**src/rtl/spi_slave.sv**
```systemverilog
// spi_slave: SPI slave endpoint, mirror of spi_master.
//   clk, rst_n           system clock, asynchronous active-low reset
//   sclk, mosi, ss       SPI lines from the master, oversampled via 2-flop synchronizers
//   miso, miso_oe        reply data and its output enable (high while selected)
//   tx_data, tx_load     reply word written into a single-entry buffer
//   tx_ready             tx buffer empty
//   rx_data, rx_valid    last received word / unread flag, consumed by rx_ack
//   rx_overrun           sticky: a word completed while rx_valid was high
//   frame_abort, irq     1-cycle pulses: ss dropped mid-word / word completed
//   busy                 synchronized ss active
// Handshake: tx_load is accepted only in a cycle where tx_ready=1 (buffer
// becomes full next cycle); rx_ack in any cycle clears rx_valid and rx_overrun
// on the next cycle, unless a word completes in that same cycle.
// The FSM state is held in state_q for checker binding.
module spi_slave #(
  parameter int MODE             = 3,
  parameter int DATA_WIDTH       = 32,
  parameter int SLAVE_ACTIVE_LOW = 1,
  parameter int MSB_FIRST        = 1,
  parameter logic [DATA_WIDTH-1:0] DEFAULT_TX_VALUE = DATA_WIDTH'(32'hA5A5_A5A5)
) (
  input  logic                  clk,
  input  logic                  rst_n,
  input  logic                  sclk,
  input  logic                  mosi,
  input  logic                  ss,
  output logic                  miso,
  output logic                  miso_oe,
  input  logic [DATA_WIDTH-1:0] tx_data,
  input  logic                  tx_load,
  output logic                  tx_ready,
  output logic [DATA_WIDTH-1:0] rx_data,
  output logic                  rx_valid,
  input  logic                  rx_ack,
  output logic                  rx_overrun,
  output logic                  frame_abort,
  output logic                  busy,
  output logic                  irq
);

  localparam logic CPOL    = (MODE & 2) != 0;
  localparam logic CPHA    = (MODE & 1) != 0;
  localparam logic SS_IDLE = SLAVE_ACTIVE_LOW != 0;
  localparam int   CW      = $clog2(DATA_WIDTH + 1);

  typedef enum logic [1:0] {ST_IDLE, ST_LOAD, ST_SHIFT} state_t;

  state_t                state_q, state_d;
  logic                  sclk_s1_q, sclk_s2_q, sclk_prev_q;
  logic                  mosi_s1_q, mosi_s2_q;
  logic                  ss_s1_q, ss_s2_q;
  logic [DATA_WIDTH-1:0] tx_sr_q, tx_sr_d;
  logic [DATA_WIDTH-1:0] rx_sr_q, rx_sr_d;
  logic [CW-1:0]         bit_cnt_q, bit_cnt_d;
  logic                  miso_q, miso_d;
  logic [DATA_WIDTH-1:0] tx_buf_q, tx_buf_d;
  logic                  tx_full_q, tx_full_d;
  logic [DATA_WIDTH-1:0] rx_data_q, rx_data_d;
  logic                  rx_valid_q, rx_valid_d;
  logic                  rx_overrun_q, rx_overrun_d;
  logic                  frame_abort_q, frame_abort_d;
  logic                  irq_q, irq_d;

  logic                  ss_active, sclk_edge, lead_edge, trail_edge;
  logic                  sample_edge, drive_edge;
  logic [DATA_WIDTH-1:0] rx_word, load_word;

  function automatic logic out_bit(input logic [DATA_WIDTH-1:0] w);
    return (MSB_FIRST != 0) ? w[DATA_WIDTH-1] : w[0];
  endfunction

  function automatic logic [DATA_WIDTH-1:0] shift_out(input logic [DATA_WIDTH-1:0] w);
    return (MSB_FIRST != 0) ? {w[DATA_WIDTH-2:0], 1'b0} : {1'b0, w[DATA_WIDTH-1:1]};
  endfunction

  function automatic logic [DATA_WIDTH-1:0] shift_in(input logic [DATA_WIDTH-1:0] w,
                                                     input logic b);
    return (MSB_FIRST != 0) ? {w[DATA_WIDTH-2:0], b} : {b, w[DATA_WIDTH-1:1]};
  endfunction

  assign ss_active   = (SLAVE_ACTIVE_LOW != 0) ? !ss_s2_q : ss_s2_q;
  assign sclk_edge   = sclk_s2_q != sclk_prev_q;
  assign lead_edge   = sclk_edge && (sclk_s2_q != CPOL);
  assign trail_edge  = sclk_edge && (sclk_s2_q == CPOL);
  assign sample_edge = CPHA ? trail_edge : lead_edge;
  assign drive_edge  = CPHA ? lead_edge : trail_edge;
  assign rx_word     = shift_in(rx_sr_q, mosi_s2_q);
  assign load_word   = tx_full_q ? tx_buf_q : DEFAULT_TX_VALUE;

  always_comb begin
    state_d       = state_q;
    tx_sr_d       = tx_sr_q;
    rx_sr_d       = rx_sr_q;
    bit_cnt_d     = bit_cnt_q;
    miso_d        = miso_q;
    tx_buf_d      = tx_buf_q;
    tx_full_d     = tx_full_q;
    rx_data_d     = rx_data_q;
    rx_valid_d    = rx_valid_q;
    rx_overrun_d  = rx_overrun_q;
    frame_abort_d = 1'b0;
    irq_d         = 1'b0;

    if (tx_load && !tx_full_q) begin
      tx_buf_d  = tx_data;
      tx_full_d = 1'b1;
    end
    if (rx_ack) begin
      rx_valid_d   = 1'b0;
      rx_overrun_d = 1'b0;
    end

    case (state_q)
      ST_IDLE: begin
        miso_d = 1'b0;
        if (ss_active) state_d = ST_LOAD;
      end
      ST_LOAD: begin
        if (tx_full_q) tx_full_d = 1'b0;
        bit_cnt_d = '0;
        if (!CPHA) begin
          miso_d  = out_bit(load_word);
          tx_sr_d = shift_out(load_word);
        end else begin
          tx_sr_d = load_word;
        end
        state_d = ST_SHIFT;
      end
      ST_SHIFT: begin
        if (!ss_active) begin
          frame_abort_d = bit_cnt_q != '0;
          miso_d        = 1'b0;
          state_d       = ST_IDLE;
        end else begin
          if (sample_edge) begin
            rx_sr_d   = rx_word;
            bit_cnt_d = bit_cnt_q + 1'b1;
            if (bit_cnt_q + 1'b1 == CW'(DATA_WIDTH)) begin
              irq_d   = 1'b1;
              state_d = ST_LOAD;
              // An ack in the same cycle frees the slot, so no overrun then.
              if (!rx_valid_q || rx_ack) begin
                rx_data_d  = rx_word;
                rx_valid_d = 1'b1;
              end else begin
                rx_overrun_d = 1'b1;
              end
            end
          end
          // CPHA=0 already put bit 0 out in LOAD; the trailing edge that
          // follows LOAD belongs to the previous word and must not shift.
          if (drive_edge && (CPHA || bit_cnt_q != '0)) begin
            miso_d  = out_bit(tx_sr_q);
            tx_sr_d = shift_out(tx_sr_q);
          end
        end
      end
      default: state_d = ST_IDLE;
    endcase
  end

  always_ff @(posedge clk or negedge rst_n) begin
    if (!rst_n) begin
      sclk_s1_q     <= CPOL;
      sclk_s2_q     <= CPOL;
      sclk_prev_q   <= CPOL;
      mosi_s1_q     <= 1'b0;
      mosi_s2_q     <= 1'b0;
      ss_s1_q       <= SS_IDLE;
      ss_s2_q       <= SS_IDLE;
      state_q       <= ST_IDLE;
      tx_sr_q       <= '0;
      rx_sr_q       <= '0;
      bit_cnt_q     <= '0;
      miso_q        <= 1'b0;
      tx_buf_q      <= '0;
      tx_full_q     <= 1'b0;
      rx_data_q     <= '0;
      rx_valid_q    <= 1'b0;
      rx_overrun_q  <= 1'b0;
      frame_abort_q <= 1'b0;
      irq_q         <= 1'b0;
    end else begin
      sclk_s1_q     <= sclk;
      sclk_s2_q     <= sclk_s1_q;
      sclk_prev_q   <= sclk_s2_q;
      mosi_s1_q     <= mosi;
      mosi_s2_q     <= mosi_s1_q;
      ss_s1_q       <= ss;
      ss_s2_q       <= ss_s1_q;
      state_q       <= state_d;
      tx_sr_q       <= tx_sr_d;
      rx_sr_q       <= rx_sr_d;
      bit_cnt_q     <= bit_cnt_d;
      miso_q        <= miso_d;
      tx_buf_q      <= tx_buf_d;
      tx_full_q     <= tx_full_d;
      rx_data_q     <= rx_data_d;
      rx_valid_q    <= rx_valid_d;
      rx_overrun_q  <= rx_overrun_d;
      frame_abort_q <= frame_abort_d;
      irq_q         <= irq_d;
    end
  end

  assign busy        = state_q != ST_IDLE;
  assign miso_oe     = busy;
  assign miso        = miso_oe ? miso_q : 1'b0;
  assign tx_ready    = !tx_full_q;
  assign rx_data     = rx_data_q;
  assign rx_valid    = rx_valid_q;
  assign rx_overrun  = rx_overrun_q;
  assign frame_abort = frame_abort_q;
  assign irq         = irq_q;

endmodule

```
**config.mk**
```make
export PLATFORM = sky130hd
export DESIGN_NAME = spi_slave
export DESIGN_NICKNAME = d
export VERILOG_FILES = /design/src/rtl/spi_slave.sv
export SDC_FILE = /design/constraint.sdc
export NUM_CORES = 1
export LEC_CHECK = 0
export ABC_AREA = 1
export BUFFER_PORTS_ARGS = -buffer_cell sky130_fd_sc_hd__buf_2
export CORE_AREA = 2 2 163 133
export DETAILED_ROUTE_END_ITERATION = 16
export DIE_AREA = 0 0 165 135
export GPL_ROUTABILITY_DRIVEN = 0
export PLACE_DENSITY = 0.57
export SETUP_SLACK_MARGIN = 0.5
export SYNTH_ARGS = -nofsm -noshare
export SYNTH_HDL_FRONTEND = slang
export SYNTH_SLANG_ARGS = --single-unit
```
**constraint.sdc**
```tcl
create_clock -name clk -period 1.65 [get_ports clk]
set_input_delay 0.165 -clock clk [delete_from_list [all_inputs] [get_ports clk]]
set_output_delay 0.165 -clock clk [all_outputs]
set_load 0.05 [all_outputs]
```
* Yosys cells after proc, flatten, opt, wreduce, memory -nomap -nowiden
Index checks and enable logic that the tools add are counted.
** Storage, ports and cells
- Register bits after elaboration :: 148
- Bits of input ports :: 39
- Output and inout bits :: 40
- Logic and storage cells :: 87
** Cells by class
- Add/sub/neg operators :: 1
- Eq/ne operators :: 11
- Mux-type cells :: 37
- Bitwise gates (word level) :: 2
- Reduce and logical (&&, ||, !) cells :: 17
** Operators by type and width (number)
- 2-to-1 mux 32 bit :: 3
- one-hot mux 32 bit (2 select lines) :: 1
- 2-to-1 mux 1 bit :: 24
- 2-to-1 mux 6 bit :: 2
- one-hot mux 6 bit (2 select lines) :: 1
- AND reduction 3 bit :: 4
- != test 3 bit (second input constant) :: 3
- 2-to-1 mux 2 bit :: 4
- != test 2 bit (second input constant) :: 4
- adder 6 x 1 -> 6 bit (second input constant) :: 1
- equality test 6 bit (second input constant) :: 1
- one-hot mux 2 bit (3 select lines) :: 1
- nonzero test 2 bit :: 3
- nonzero test 6 bit :: 1
- AND reduction 5 bit :: 1
- logical AND 1 bit :: 3
- equality test 2 x 1 -> 1 bit (second input constant) :: 1
- equality test 2 bit (second input constant) :: 1
- logical NOT 1 bit :: 2
- logical NOT 2 bit :: 1
- NOT 1 bit :: 2
- one-hot mux 1 bit (2 select lines) :: 1
- AND reduction 2 bit :: 1
- logical OR 1 bit :: 1
- != test 1 bit :: 1

* Longest topological paths before layout
- Depth after elaboration :: 7
- Mapped depth :: 11
- Depth with buffers taken out :: 9

* Least setup slack after synthesis
Ideal clock, no wire load.
- Path kind :: register to register
- Start point :: reg tx_full_q
- End point :: reg tx_sr_q[8]
- Library setup time :: 83 ps
- Data arrival time :: 1520 ps
- Required time :: 1567 ps
- Path slack :: 48 ps
- Stages on the path, launching flop included :: 8
- Buffers on the path :: 2
- Period minus slack after synthesis :: 1602 ps
- Cell sequence :: dfrtp_1 > buf_2 > inv_2 > clkbuf_1 > o21ai_0 > o21ai_0 > nand2_1 > o21ai_0
** Between the ends
- Word-level cells in the longest chain between the ends :: 2
** Ends and longest elaborated chain
- from (decl) :: line 57 : logic tx_full_q, tx_full_d;
- from (signal assigned) :: line 197 : tx_full_q <= tx_full_d;
- 2-to-1 mux 32 bit :: line 88 : assign load_word = tx_full_q ? tx_buf_q : DEFAULT_TX_VALUE;
- one-hot mux 32 bit (2 select lines) :: line 113 : case (state_q)
- to (signal assigned) :: line 192 : tx_sr_q <= tx_sr_d;
- to (decl) :: line 52 : logic [DATA_WIDTH-1:0] tx_sr_q, tx_sr_d;
Every way passes these cells.
A chain may end at the register's enable or synchronous reset.

* Worst setup path in the final report
- Start point :: reg bit_cnt_q[0]
- End point :: reg rx_data_q[24], in the netlist rx_data[24]
** Between the ends
- Word-level cells in the longest chain between the ends :: 3
** Ends and longest elaborated chain
- from (decl) :: line 54 : logic [CW-1:0] bit_cnt_q, bit_cnt_d;
- from (signal assigned) :: line 194 : bit_cnt_q <= bit_cnt_d;
- adder 6 x 1 -> 6 bit :: line 138 : if (bit_cnt_q + 1'b1 == CW'(DATA_WIDTH)) begin
- equality test 6 bit :: line 138
- AND reduction 5 bit (no line)
- to (signal assigned) :: line 198 : rx_data_q <= rx_data_d;
- to (decl) :: line 58 : logic [DATA_WIDTH-1:0] rx_data_q, rx_data_d;
Every way passes these cells.

==> impl_metrics.env <==
export IMPL_portBuffers=78
export IMPL_finalCritPeriodShare=1.05
export IMPL_path_delay_family="simple AND/OR/NAND/NOR gates"
export IMPL_timing_fmax_mhz=576
export IMPL_avgSynthCellArea_um2=9.46
export IMPL_postRouteAntennaNets=0
export IMPL_grt_ovfl_total=0
export IMPL_synthCells=643
export IMPL_initial_core_util=0.296
export IMPL_cts_root_buf="clkbuf_16"
export IMPL_core_rowCount=47
export IMPL_ys_types=27
export IMPL_status="complete, but fails checks"
export IMPL_grt_max_degree=101
export IMPL_instances_no_fill=1133
export IMPL_grt_pass1_vias=5089
export IMPL_cpMaxStageDelayCell="dfrtp_1"
export IMPL_wl_um=17900
export IMPL_clkSinkCount=148
export IMPL_path_class="reg2reg"
export IMPL_hold_violations=0
export IMPL_globalRouteTotalUtil=0.156
export IMPL_drt_first_iter_violations=273
export IMPL_leakage_nw=5.11
export IMPL_swShare=0.329
export IMPL_setup_viol=32
export IMPL_ctsHtreeMaxLevel=4
export IMPL_pwr_share_seq=0.369
export IMPL_cts_tree="built"
export IMPL_syn_nets=684
export IMPL_fp_coreArea_um2=20500
export IMPL_maxCapViolCount=0
export IMPL_die_area_um2=22300
export IMPL_slowest_delay_ns=0.40
export IMPL_grt_pass1_wl_um=26800
export IMPL_clkPwrFrac=0.296
export IMPL_multi_input_area_um2=2840
export IMPL_slew_headroom=0.577
export IMPL_layout_setup_ws_ns=-0.0857
export IMPL_via_per_inst=4.54
export IMPL_ff_latch_area_um2=3710
export IMPL_final_common_cell="nand2_1"
export IMPL_drt_wirelength_per_cell_um=15.8
export IMPL_n_fill_cell=1749
export IMPL_antenna_cells=0
export IMPL_violations="setup timing"
export IMPL_dp_cells=970
export IMPL_vias=5140
export IMPL_path_buf_inv=2
export IMPL_dieWidth_um=165
export IMPL_cts_made_buffers=17
export IMPL_critical_path_required_ns=2.01
export IMPL_io_pins=79
export IMPL_synth_seq_cells=148
export IMPL_dpl_hpwl_um=7950
export IMPL_p_switching_mw=4.31
export IMPL_finalPower_mw=13.1
export IMPL_arrival_ns=2.09
export IMPL_clk_pin_slew_ns=0.07
export IMPL_clockBufferDepth=2
export IMPL_drive_gt1_frac=0.469
export IMPL_combPwrFrac=0.334
export IMPL_antenna_found_initial=0
export IMPL_die_height_um=135
export IMPL_hold_class="in2reg"
export IMPL_clock_skew_ns=0.0168
export IMPL_clock_latency_ns=0.43
export IMPL_intPower_mw=8.78
export IMPL_crit_path_start_kind="flip-flop"
export IMPL_ys_warnings_count=0
export IMPL_power_density_nw_per_um2=1280
export IMPL_yosysSeqAreaShare=0.610
export IMPL_ir_worst_vdd_mv=0.828
export IMPL_syn_area_um2=6080
export IMPL_path_cells="ha_4 > nand3_2 > nand2_2 > nand3_2 > nor2_4 > nand3_4 > nor2_4 > buf_6 > clkbuf_16 > nand2_2 > nand2_1"
export IMPL_area_growth_syn_to_layout_pct=68.1
export IMPL_min_period_ns=1.74
export IMPL_crit_path_max_fanout=8
export IMPL_end_kind="flip-flop"
export IMPL_layout_common_cells="nand2_1 (158), dfrtp_1 (141), nand2_2 (56)"
export IMPL_rsz0062_at_grt="true"
export IMPL_drc=0
export IMPL_drv_slew=0
export IMPL_worst_pin_slew_ns=0.634
export IMPL_fin_nets=892
export IMPL_drt_pre_antenna_iters=5
[worst paths after layout]
check	start	endpoint	slack, ns	cells past startpoint
worst max-delay path	bit_cnt_q[0]	rx_data[24]	-0.09	11
min in group asynchronous	rst_n	rx_data[25]	0.37	3
worst max register to register	bit_cnt_q[0]	rx_data[24]	-0.09	11
worst min-delay path	rx_ack	rx_valid	0.08	4
max in group asynchronous	rst_n	tx_sr_q[28]	0.80	3
worst min register to register	sclk_s1_q	sclk_s2_q	0.36	0
[flip-flops by register name, summed over array words and instances (netlist names), 2 cells and up]
signal,count
tx_buf_q,32
tx_sr_q,32
state_q,2
rx_data,32
rx_sr_q,31
bit_cnt_q,6
[power groups by stage]
stage | Combinational [mW] | Clock [mW] | Sequential (mW)
after floorplan | 1.78 | 0 | 4.72
after global placement | 2.15 | 0 | 4.82
after detailed placement | 2.18 | 0 | 4.84
after CTS | 3.39 | 3.95 | 4.78
after global routing | 4.75 | 4.11 | 4.93
final | 4.37 | 3.88 | 4.84
[per-stage QoR]
step,worst slack (ns),hold slack (ns),cell area [um^2],setup TNS (ns),util
final,-0.0857,0.0797,10200,-1.93,0.498
after global routing,-0.179,0.106,10200,-5.03,0.498
after CTS,0.00164,0.0607,9350,0,0.455
after detailed placement,-0.0122,0.268,6870,-0.0400,0.335
after global placement,0.0569,0.260,6870,0,0.335
after floorplan,0.104,-0.131,6200,0,-
[final cells by class]
cell class,instances,share of cell area
Sequential cell,148,0.363
Inverter,51,0.0200
Clock buffer,17,0.0416
Timing Repair Buffer,218,0.248
Clock inverter,15,0.0170
Multi-Input combinational cell,415,0.277
Tap cell,269,0.0329
[worst min-delay path: cells and delay by family]
kind	cells	cell delay [ns]
buf+inv	2	0.18
simple gates	2	0.12
[cells in the mapped netlist]
| library cell | number | share of area |
|---|---|---|
| inv_1 | 47 | 0.029 |
| buf_1 | 1 | 0.00062 |
| a21oi_1 | 1 | 0.00082 |
| ha_1 | 2 | 0.0041 |
| nor2_2 | 1 | 0.0010 |
| o22ai_1 | 1 | 0.0010 |
| dfrtp_1 | 143 | 0.59 |
| nand4_1 | 4 | 0.0041 |
| buf_6 | 3 | 0.0056 |
| nor2_1 | 9 | 0.0056 |
| xnor2_1 | 1 | 0.0014 |
| nand3_2 | 3 | 0.0049 |
| clkbuf_1 | 9 | 0.0056 |
| buf_2 | 18 | 0.015 |
| and3_1 | 1 | 0.0010 |
| o31ai_1 | 1 | 0.0012 |
| buf_4 | 2 | 0.0025 |
| mux2_2 | 32 | 0.059 |
| nand2_1 | 244 | 0.15 |
| nand3_1 | 21 | 0.017 |
| o21ai_1 | 23 | 0.019 |
| dfstp_2 | 5 | 0.022 |
| nand2_2 | 1 | 0.0010 |
| o211ai_1 | 1 | 0.0012 |
| nor2_4 | 2 | 0.0037 |
| inv_2 | 4 | 0.0025 |
| o21ai_0 | 63 | 0.052 |
[per-layer routing]
layer | GRT usage | up-vias | share of wire
met4 | 0.0440 | 0 | 0.0075
li1 | - | 2479 | -
met2 | 0.239 | 87 | 0.48
met5 | 0 | - | 0
met3 | 0.0329 | 9 | 0.035
met1 | 0.223 | 2565 | 0.48
[logic make-up after synthesis]
kind of cell	count (synthesis)	share of synthesized area
compound gates	90	0.0751
xor+xnor	1	0.00144
fa+ha+maj	2	0.00412
buf+inv	84	0.0605
flops	148	0.610
mux	32	0.0593
simple gates	286	0.189
[timing repair]
item	in CTS	in global routing
setup endpoints to repair	180	180
resized for setup	196	170
hold buffers	37	0
buffers inserted	50	20
pin swaps	33	33
gates cloned	19	5
endpoints found under the hold margin	179	0
Power figures use the tool's default switching activity.
